--- src/rtl/me_pkg.sv ---
// Shared constants and types for the motion-estimation front end.
package me_pkg;

    localparam int MB_SIZE      = 16;
    localparam int PIX_W        = 8;
    localparam int WORDS_PER_MB = 64;
    localparam int MB_PER_FRAME = 8160;

    typedef enum logic [1:0] {
        IDLE  = 2'd0,
        FETCH = 2'd1,
        FULL  = 2'd2
    } state_t;

    typedef logic [PIX_W-1:0] pixel_t;

endpackage

--- src/rtl/cur_mb_buf.sv ---
// Current-macroblock pixel store: one 32-bit word write port, one registered row read port.
module cur_mb_buf #(
    parameter int MB_SIZE = me_pkg::MB_SIZE,
    parameter int PIX_W   = me_pkg::PIX_W
) (
    input  logic                          clk,
    input  logic                          rst,
    input  logic                          we,
    input  logic [$clog2(MB_SIZE)-1:0]    wr_row,
    input  logic [$clog2(MB_SIZE*PIX_W/32)-1:0] wr_grp,
    input  logic [31:0]                   wr_data,
    input  logic [$clog2(MB_SIZE)-1:0]    rd_row,
    output logic [MB_SIZE*PIX_W-1:0]      rd_row_data
);

    localparam int PPW   = 32 / PIX_W;
    localparam int COL_W = $clog2(MB_SIZE);

    logic [PIX_W-1:0] mem [MB_SIZE][MB_SIZE];

    // Word write: pixel b of the word lands in column grp*PPW+b (byte0 leftmost).
    always_ff @(posedge clk) begin
        if (we) begin
            for (int unsigned b = 0; b < PPW; b++) begin
                mem[wr_row][COL_W'(32'(wr_grp) * PPW + b)] <= wr_data[b*PIX_W +: PIX_W];
            end
        end
    end

    // Registered row readout, pixel c at bits [c*PIX_W +: PIX_W].
    always_ff @(posedge clk or posedge rst) begin
        if (rst) begin
            rd_row_data <= '0;
        end else begin
            for (int unsigned c = 0; c < MB_SIZE; c++) begin
                rd_row_data[c*PIX_W +: PIX_W] <= mem[rd_row][COL_W'(c)];
            end
        end
    end

endmodule

--- src/rtl/cur_mb_loader.sv ---
// Fetches one macroblock from the current-frame word stream and holds it for the ME core.
module cur_mb_loader
    import me_pkg::*;
#(
    parameter int MB_SIZE      = me_pkg::MB_SIZE,
    parameter int PIX_W        = me_pkg::PIX_W,
    parameter int MB_PER_FRAME = me_pkg::MB_PER_FRAME
) (
    input  logic                       clk,
    input  logic                       rst,
    input  logic                       start,
    input  logic                       pause,
    input  logic                       release_mb,
    output logic                       read_en,
    input  logic [31:0]                cur_data,
    output logic                       mb_valid,
    output logic [13:0]                mb_idx,
    output logic                       mb_last,
    input  logic [$clog2(MB_SIZE)-1:0] rd_row,
    output logic [MB_SIZE*PIX_W-1:0]   rd_row_data
);

    localparam int PPW   = 32 / PIX_W;
    localparam int GRP_W = $clog2(MB_SIZE / PPW);
    localparam int WORDS = MB_SIZE * MB_SIZE / PPW;
    localparam int WC_W  = $clog2(WORDS);

    localparam logic [WC_W-1:0] LAST_WORD = WC_W'(WORDS - 1);
    localparam logic [13:0]     LAST_IDX  = 14'(MB_PER_FRAME - 1);

    state_t            state, next_state;
    logic [WC_W-1:0]   word_cnt;

    // State register.
    always_ff @(posedge clk or posedge rst) begin
        if (rst) begin
            state <= IDLE;
        end else begin
            state <= next_state;
        end
    end

    // Next-state and Moore outputs; read_en also gated directly by pause.
    always_comb begin
        next_state = state;
        read_en    = 1'b0;
        mb_valid   = 1'b0;
        case (state)
            IDLE: begin
                if (start) next_state = FETCH;
            end
            FETCH: begin
                read_en = !pause;
                if (read_en && word_cnt == LAST_WORD) next_state = FULL;
            end
            FULL: begin
                mb_valid = 1'b1;
                if (release_mb) next_state = start ? FETCH : IDLE;
            end
            default: next_state = IDLE;
        endcase
    end

    // Word counter: cleared while idle, steps on each captured word and wraps to 0 after the last.
    always_ff @(posedge clk or posedge rst) begin
        if (rst) begin
            word_cnt <= '0;
        end else if (state == IDLE) begin
            word_cnt <= '0;
        end else if (read_en) begin
            word_cnt <= word_cnt + 1'b1;
        end
    end

    // Macroblock index advances when the held block is released.
    always_ff @(posedge clk or posedge rst) begin
        if (rst) begin
            mb_idx <= '0;
        end else if (state == FULL && release_mb) begin
            mb_idx <= (mb_idx == LAST_IDX) ? '0 : mb_idx + 1'b1;
        end
    end

    assign mb_last = (mb_idx == LAST_IDX);

    cur_mb_buf #(
        .MB_SIZE (MB_SIZE),
        .PIX_W   (PIX_W)
    ) u_buf (
        .clk         (clk),
        .rst         (rst),
        .we          (read_en),
        .wr_row      (word_cnt[WC_W-1:GRP_W]),
        .wr_grp      (word_cnt[GRP_W-1:0]),
        .wr_data     (cur_data),
        .rd_row      (rd_row),
        .rd_row_data (rd_row_data)
    );

endmodule

--- config.mk ---
export PLATFORM = sky130hd
export DESIGN_NAME = cur_mb_loader
export DESIGN_NICKNAME = d
export VERILOG_FILES = /design/src/rtl/me_pkg.sv /design/src/rtl/cur_mb_buf.sv /design/src/rtl/cur_mb_loader.sv
export SDC_FILE = /design/constraint.sdc
export NUM_CORES = 2
export LEC_CHECK = 0
export CORE_AREA = 2 2 579 581
export DETAILED_ROUTE_END_ITERATION = 16
export DIE_AREA = 0 0 581 583
export GPL_ROUTABILITY_DRIVEN = 0
export PLACE_DENSITY_LB_ADDON = 0.15
export SLEW_MARGIN = 0
export SYNTH_ARGS = -nofsm -noshare
export SYNTH_HDL_FRONTEND = slang
export SYNTH_SLANG_ARGS = --single-unit
--- constraint.sdc ---
create_clock -name clk -period 6.23 [get_ports clk]
set_clock_uncertainty 0.1 [all_clocks]
set_input_delay 0.623 -clock clk [delete_from_list [all_inputs] [get_ports clk]]
set_output_delay 0.623 -clock clk [all_outputs]
set_load 0.005 [all_outputs]
# [Word-level counts from Yosys, hierarchy flattened]
# Memory sizes are Yosys's and may differ from the RTL's. A register that Yosys moved wholly into a read port is not among the register bits.
# Index checks and enable logic that the tools add are counted.
[word_totals] word_cells=829 reg_bits=22 memories=1 mem_bits_rw=2048
[classes] bitwise=388 reduce_logical=10 n_eq_ne=7 order_cmp=8 mux=407 add_sub_neg=5
[mem_list] memory="u_buf.mem" depth=16 width=128 read_ports=1 rd_ports_with_merged_regs=1 wr=1 line_no="cur_mb_buf.sv:19" text="logic [PIX_W-1:0] mem [MB_SIZE][MB_SIZE];"
[ops] cell="2-to-1 mux 128 bit" n=4
[ops] cell="2-to-1 mux 1 bit" n=388
[ops] cell="OR 1 bit" n=384
[ops] cell="demux 8 bit (select 4 bit)" n=4
[ops] cell="2-to-1 mux 8 bit" n=4
[ops] cell=">= comparator 5 bit (second input constant)" n=4
[ops] cell="less-than comparator 5 x 1 -> 1 bit (second input constant)" n=4
[ops] cell="NOT 4 -> 5 bit" n=4
[ops] cell="adder 14 x 1 -> 14 bit (second input constant)" n=1
[ops] cell="equality test 14 x 13 -> 1 bit (second input constant)" n=1
[ops] cell="2-to-1 mux 14 bit" n=1
[ops] cell="2-to-1 mux 6 bit" n=2
[ops] cell="adder 4 x 2 -> 4 bit (second input constant)" n=2
[ops] cell="adder 6 x 1 -> 6 bit (second input constant)" n=1
[ops] cell="equality test 6 bit (second input constant)" n=1
[ops] cell="logical AND 1 bit" n=6
[ops] cell="2-to-1 mux 2 bit" n=3
[ops] cell="inequality test 2 bit (second input constant)" n=3
[ops] cell="case mux 2 bit (3 select lines)" n=1
[ops] cell="adder 4 x 1 -> 4 bit (second input constant)" n=1
[ops] cell="AND reduction 3 bit" n=1
[ops] cell="equality test 2 x 1 -> 1 bit (second input constant)" n=1
[ops] cell="equality test 2 bit (second input constant)" n=1
[ops] cell="logical NOT 2 bit" n=1
[ops] cell="2 further kinds" n=2

# [Logic depth before layout (Yosys ltp)]
[logic_depth] word_depth=10 mapped_depth=9 ltp_nobuf=5

# [By module]
# Synthesis repeated with hierarchy kept, for this count alone.
[hier_totals] hier_cells=3613 hier_area_um2=82959.6
[modules_own_cells] mod="cur_mb_buf" area_each_um2=81757.2 instances=1 seq_area_each_um2=64702.1 cells_per_inst=3493
[modules_own_cells] mod="cur_mb_loader" area_each_um2=1202.4 instances=1 seq_area_each_um2=550.5 cells_per_inst=120

# [Worst setup path after synthesis]
# No wires, ideal clock.
[synth_timing] path_type="input-to-reg" start="input pause" end="memory u_buf.mem[3][100] in the netlist's numbering, enable pin" slack_ns=1.067 n_path_buf=1 setup_time_ns=0.502 cell_stages=5 arrival_time_ns=4.562 cell_sequence="or3b_1 inv_1 buf_2 nand2_1 nor4_1"
[synth_between] elab_chain_len=7
[synth_rtl] item="from (decl)" line_no="cur_mb_loader.sv:12" text="input logic pause,"
[synth_rtl] item="logical NOT 1 bit *" line_no="cur_mb_loader.sv:53" text="read_en = !pause;"
[synth_rtl] item="2-to-1 mux 1 bit *" line_no="cur_mb_loader.sv:48" text="case (state)"
[synth_rtl] item="via read_en" line_no="cur_mb_loader.sv:14" text="output logic read_en,"
[synth_rtl] item="2-to-1 mux 1 bit *" line_no="cur_mb_buf.sv:23" text="if (we) begin"
[synth_rtl] item="2-to-1 mux 128 bit (implied by the code)" line_no="cur_mb_buf.sv:25" text="mem[wr_row][COL_W'(32'(wr_grp) * PPW + b)] <= wr_data[b*PIX_W +: PIX_W];"
[synth_rtl] item="OR 1 bit (no line) (2 in a row)"
[synth_rtl] item="OR 1 bit (no line) *"
[synth_rtl] item="to (decl)" line_no="cur_mb_buf.sv:19"
# The timed path passes the listed nets; every way through them passes the cells marked *.

# [Worst setup path in the final report]
[layout_timing] start="register state[0]" end="memory u_buf.mem[8][50] in the netlist's numbering, enable pin"
[layout_between] elab_chain_len=7
[layout_rtl] item="from (decl)" line_no="cur_mb_loader.sv:31" text="state_t state, next_state;"
[layout_rtl] item="from (signal assigned)" line_no="cur_mb_loader.sv:39" text="state <= next_state;"
[layout_rtl] item="equality test 2 x 1 -> 1 bit *" line_no="cur_mb_loader.sv:48"
[layout_rtl] item="2-to-1 mux 1 bit *" line_no="cur_mb_loader.sv:48"
[layout_rtl] item="2-to-1 mux 1 bit *" line_no="cur_mb_buf.sv:23"
[layout_rtl] item="2-to-1 mux 128 bit (implied by the code)" line_no="cur_mb_buf.sv:25"
[layout_rtl] item="OR 1 bit (no line) (2 in a row)"
[layout_rtl] item="OR 1 bit (no line) *"
# Mark *: on every way between the ends. The rest lies on a longest branch, timed or not.

==> qor.tcl <==
set qor(run_status) {finished clean}
set qor(power.internal_mw) 26.7
set qor(routed_wl_um) 253000
set qor(pin_count) 186
set qor(postLayoutSetupSlackWorst_ps) 2130
set qor(worst_r2r_startpoint) {state[0]}
set qor(clk_pin_slew_worst_paths_ps) 60
set qor(drc_violations_left) 0
set qor(most_frequent_standard_cell_in_the_layout_excluding_fill_and_tap_cells) {edfxtp_1}
set qor(clock_sink_count) 2198
set qor(postSynthCellCount) 3638
set qor(met2_usage_pct) 24.4
set qor(synthesized_nets) 3684
set qor(fp.coreArea_sq_um) 332000
set qor(stdcell_count) 8669
set qor(setup-violations-final) 0
set qor(crit_path_max_fanout) 24
set qor(wire_length_of_the_first_global_routing_pass_um) 350000
set qor(use_met3_pct) 2.07
set qor(timing_max_transition_violations_final) 0
set qor(dp.final_hpwl_um) 148000
set qor(timing.max_slew.rel_slack_pct) 21.9
set qor(share_clk_of_total_power_pct) 43.2
set qor(top_usage_layer) {met2}
set qor(period_share_pct) 65.8
set qor(grt.overflow.total) 0
set qor(crit_path_max_incr_delay_ps) 950
set qor(timing_worst_slew_pin_value_ps) 1170
set qor(rows) 212
set qor(die-height_um) 583
set qor(insertion_delay_ps) 890
set qor(static_leakage_power_nw) 31.3
set qor(grt_setup_unrepaired) {no}
set qor(hold_path.startpoint) {rd_row[2]}
set qor(asyncSetResetFlopFracSynth_pct) 6.82
set qor(register_bit_total_from_synthesis) 2198
set qor(pwr-share-comb_pct) 7.8
set qor(synth.cell_area_sq_um) 82900
set qor(die_ar_sq_um) 339000
set qor(max_freq_mhz) 244
set qor(crit-reg2reg-capture) {u_buf.mem[8][50]}
set qor(power-per-cell-area_nw_per_um2) 352
set qor(yosysSeqAreaShare_pct) 78.7
set qor(drt-initial-drc-count) 2908
set qor(worstHoldPathType) {in -> reg}
set qor(detailedPlace.worstSlack_ps) 1410
set qor(htree_num_levels) 5
set qor(finish.net_count) 4103
set qor(power.share.switching_pct) 23.9
set qor(syn_avg_cell_area_sq_um) 22.8
set qor(power_switching_mw) 8.39
set qor(clockBufferDepth) 4
set qor(tritoncts) {done}
set qor(cts-resized-gates) 0
set qor(route.detailed.vias_per_inst) 4.50
set qor(worst_hold_path.endpoint) {u_buf.rd_row_data[35]}
set qor(grt_max_degree) 107
set qor(met1_usage_in_global_routing_pct) 20.5
set qor(antenna_found_initial) 30
set qor(layout_common_cells) {2048 x edfxtp_1, 567 x mux4_2, 273 x clkbuf_16}
set qor(critical_path.startpoint_type) {register}
set qor(drt_pre_antenna_iters) 5
set qor(master_cell_of_the_clock_root_buffer) {clkbuf_16}
set qor(ant_nets) 0
set qor(cts_bufs_inserted) 268
set qor(grt_pass1_vias) 41400
set qor(worst_setup_path_type) {reg -> reg}
set qor(finalHoldViolCount) 0
set qor(worst-endpoint-required_ps) 6670
set qor(period_needed_ps) 4100
set qor(yosys_warnings) 0
set qor(port_buffers) 185
set qor(maxCapViolations) 0
set qor(dpl.cell_count) 8171
set qor(totalNegativeSetupSlack_ps) 0
set qor(worst-r2r-setup-slack_ps) 2130
set qor(initial_utilization_pct) 24.9
set qor(area.growth.synth_to_final_pct) 20.1
set qor(worst_hold_path_cell_count) 2
set qor(vdd_ir_drop_max_v) 0.000197
set qor(cell_breakdown_of_the_critical_path) {or3b_1 -> inv_1 -> nand2_2 -> nor2_4 -> buf_4}
set qor(critical-path-top-delay-family) {simple AND/OR/NAND/NOR gates}
set qor(wl_per_cell_um) 29.2
set qor(crit_buf_inv) 2
set qor(worst_setup_path_end_kind) {register}
set qor(routed-via-count) 39000
set qor(synthFlopType) {edfxtp_1}
set qor(final_layout_size_suffix_gt1_share_pct) 27.4
set qor(fp.dieW_um) 581
set qor(worstRegToRegCells) 5
set qor(crit_path_top_delay_cell) {nor2_4}
set qor(seq_power_share_pct) 49.0
set qor(globalRouteTotalUtil_pct) 14.8
set qor(postLayoutCoreUtil_pct) 29.9
set qor(post_synth_num_cell_types) 44
set qor(synth_enable_flop_cells) 2048
set qor(worstPathArrival_ps) 4530
## kinds of logic (layout without fill, tap and decap cells)
kind of cell,count (synthesis),after routing,share of synthesized area (%)
compound gates,149,149,1.17
fa+ha+maj,5,5,0.0755
xor+xnor,8,8,0.0846
other cells,0,15,0
simple gates,432,432,2.26
flops,2198,2198,78.7
buf+inv,198,827,1.28
mux,648,648,16.4
## layer usage
| metal | up-vias | wire (um) |
|---|---|---|
| li1 | 16100 | - |
| met1 | 21700 | 114000 |
| met5 | - | 0 |
| met4 | 0 | 5480 |
| met2 | 962 | 123000 |
| met3 | 277 | 10900 |
## Yosys cell counts, types with 4 or more instances
master | instances | area share, %
and2_1 | 6 | 0.045
ha_1 | 5 | 0.075
buf_6 | 15 | 0.20
dfrtp_1 | 150 | 4.5
buf_4 | 38 | 0.34
nor2_1 | 69 | 0.31
nand3_1 | 14 | 0.085
xor2_1 | 5 | 0.053
a21oi_1 | 55 | 0.33
mux2i_1 | 80 | 0.97
nand4_1 | 6 | 0.045
nand2_1 | 265 | 1.2
o31ai_1 | 4 | 0.036
o21ai_0 | 10 | 0.060
buf_2 | 48 | 0.29
o22ai_1 | 10 | 0.075
buf_1 | 20 | 0.091
o221ai_1 | 20 | 0.21
edfxtp_1 | 2048 | 74
a31oi_1 | 4 | 0.030
clkbuf_1 | 70 | 0.32
nor2b_1 | 49 | 0.37
mux4_2 | 567 | 15
inv_1 | 6 | 0.027
a211oi_1 | 43 | 0.39
## worst max-delay path by stage
stage	startpoint	to	slack, ps	depth (start not counted)
floorplan	pause	u_buf.mem[3][100]	1070	5
global placement	pause	u_buf.mem[8][43]	1440	6
detailed placement	pause	u_buf.mem[4][56]	1410	6
CTS	state[0]	u_buf.mem[4][43]	2030	5
global route	state[0]	u_buf.mem[4][43]	1960	5
finish	state[0]	u_buf.mem[8][50]	2130	5
## repair_timing
action / CTS / global route
setup buffers: 0 / 0
endpoints found under the hold margin: 23 / 0
hold buffers: 3 / 0
## layout make-up
class / instances / area [sq um]
Fill cell: 32100 / 233000
Clock buffer: 340 / 7110
Timing Repair Buffer: 340 / 3240
Sequential cell: 2198 / 65300
Tap cell: 4387 / 5490
Antenna cell: 15 / 37.5
Clock inverter: 140 / 1320
Inverter: 7 / 41.3
Multi-Input combinational cell: 1242 / 17100
## power groups by stage
stage | combinational, mW | sequential, mW | clock, mW
global placement | 2.84 | 17.5 | 0
global route | 3.00 | 17.2 | 16.2
detailed placement | 2.87 | 17.5 | 0
CTS | 2.87 | 17.2 | 15.6
floorplan | 1.38 | 17.4 | 0
finish | 2.75 | 17.2 | 15.1
## per-stage QoR
step	power [mW]	cell area (sq um)	hold slack, ps
6_report	35.1	99500	69.6
5_1_grt	36.4	99500	40.2
4_1_cts	35.6	99500	1.48
3_5_place_dp	20.3	91000	388
3_3_place_gp	20.3	91000	386
2_1_floorplan	18.8	82900	381
## state kept, by name (all words and copies together), names as in the netlist
signal / count
mb_idx: 14
u_buf.rd_row_data: 128
state: 2
word_cnt: 6
u_buf.mem: 2048
(Power assumes the default switching activity.)
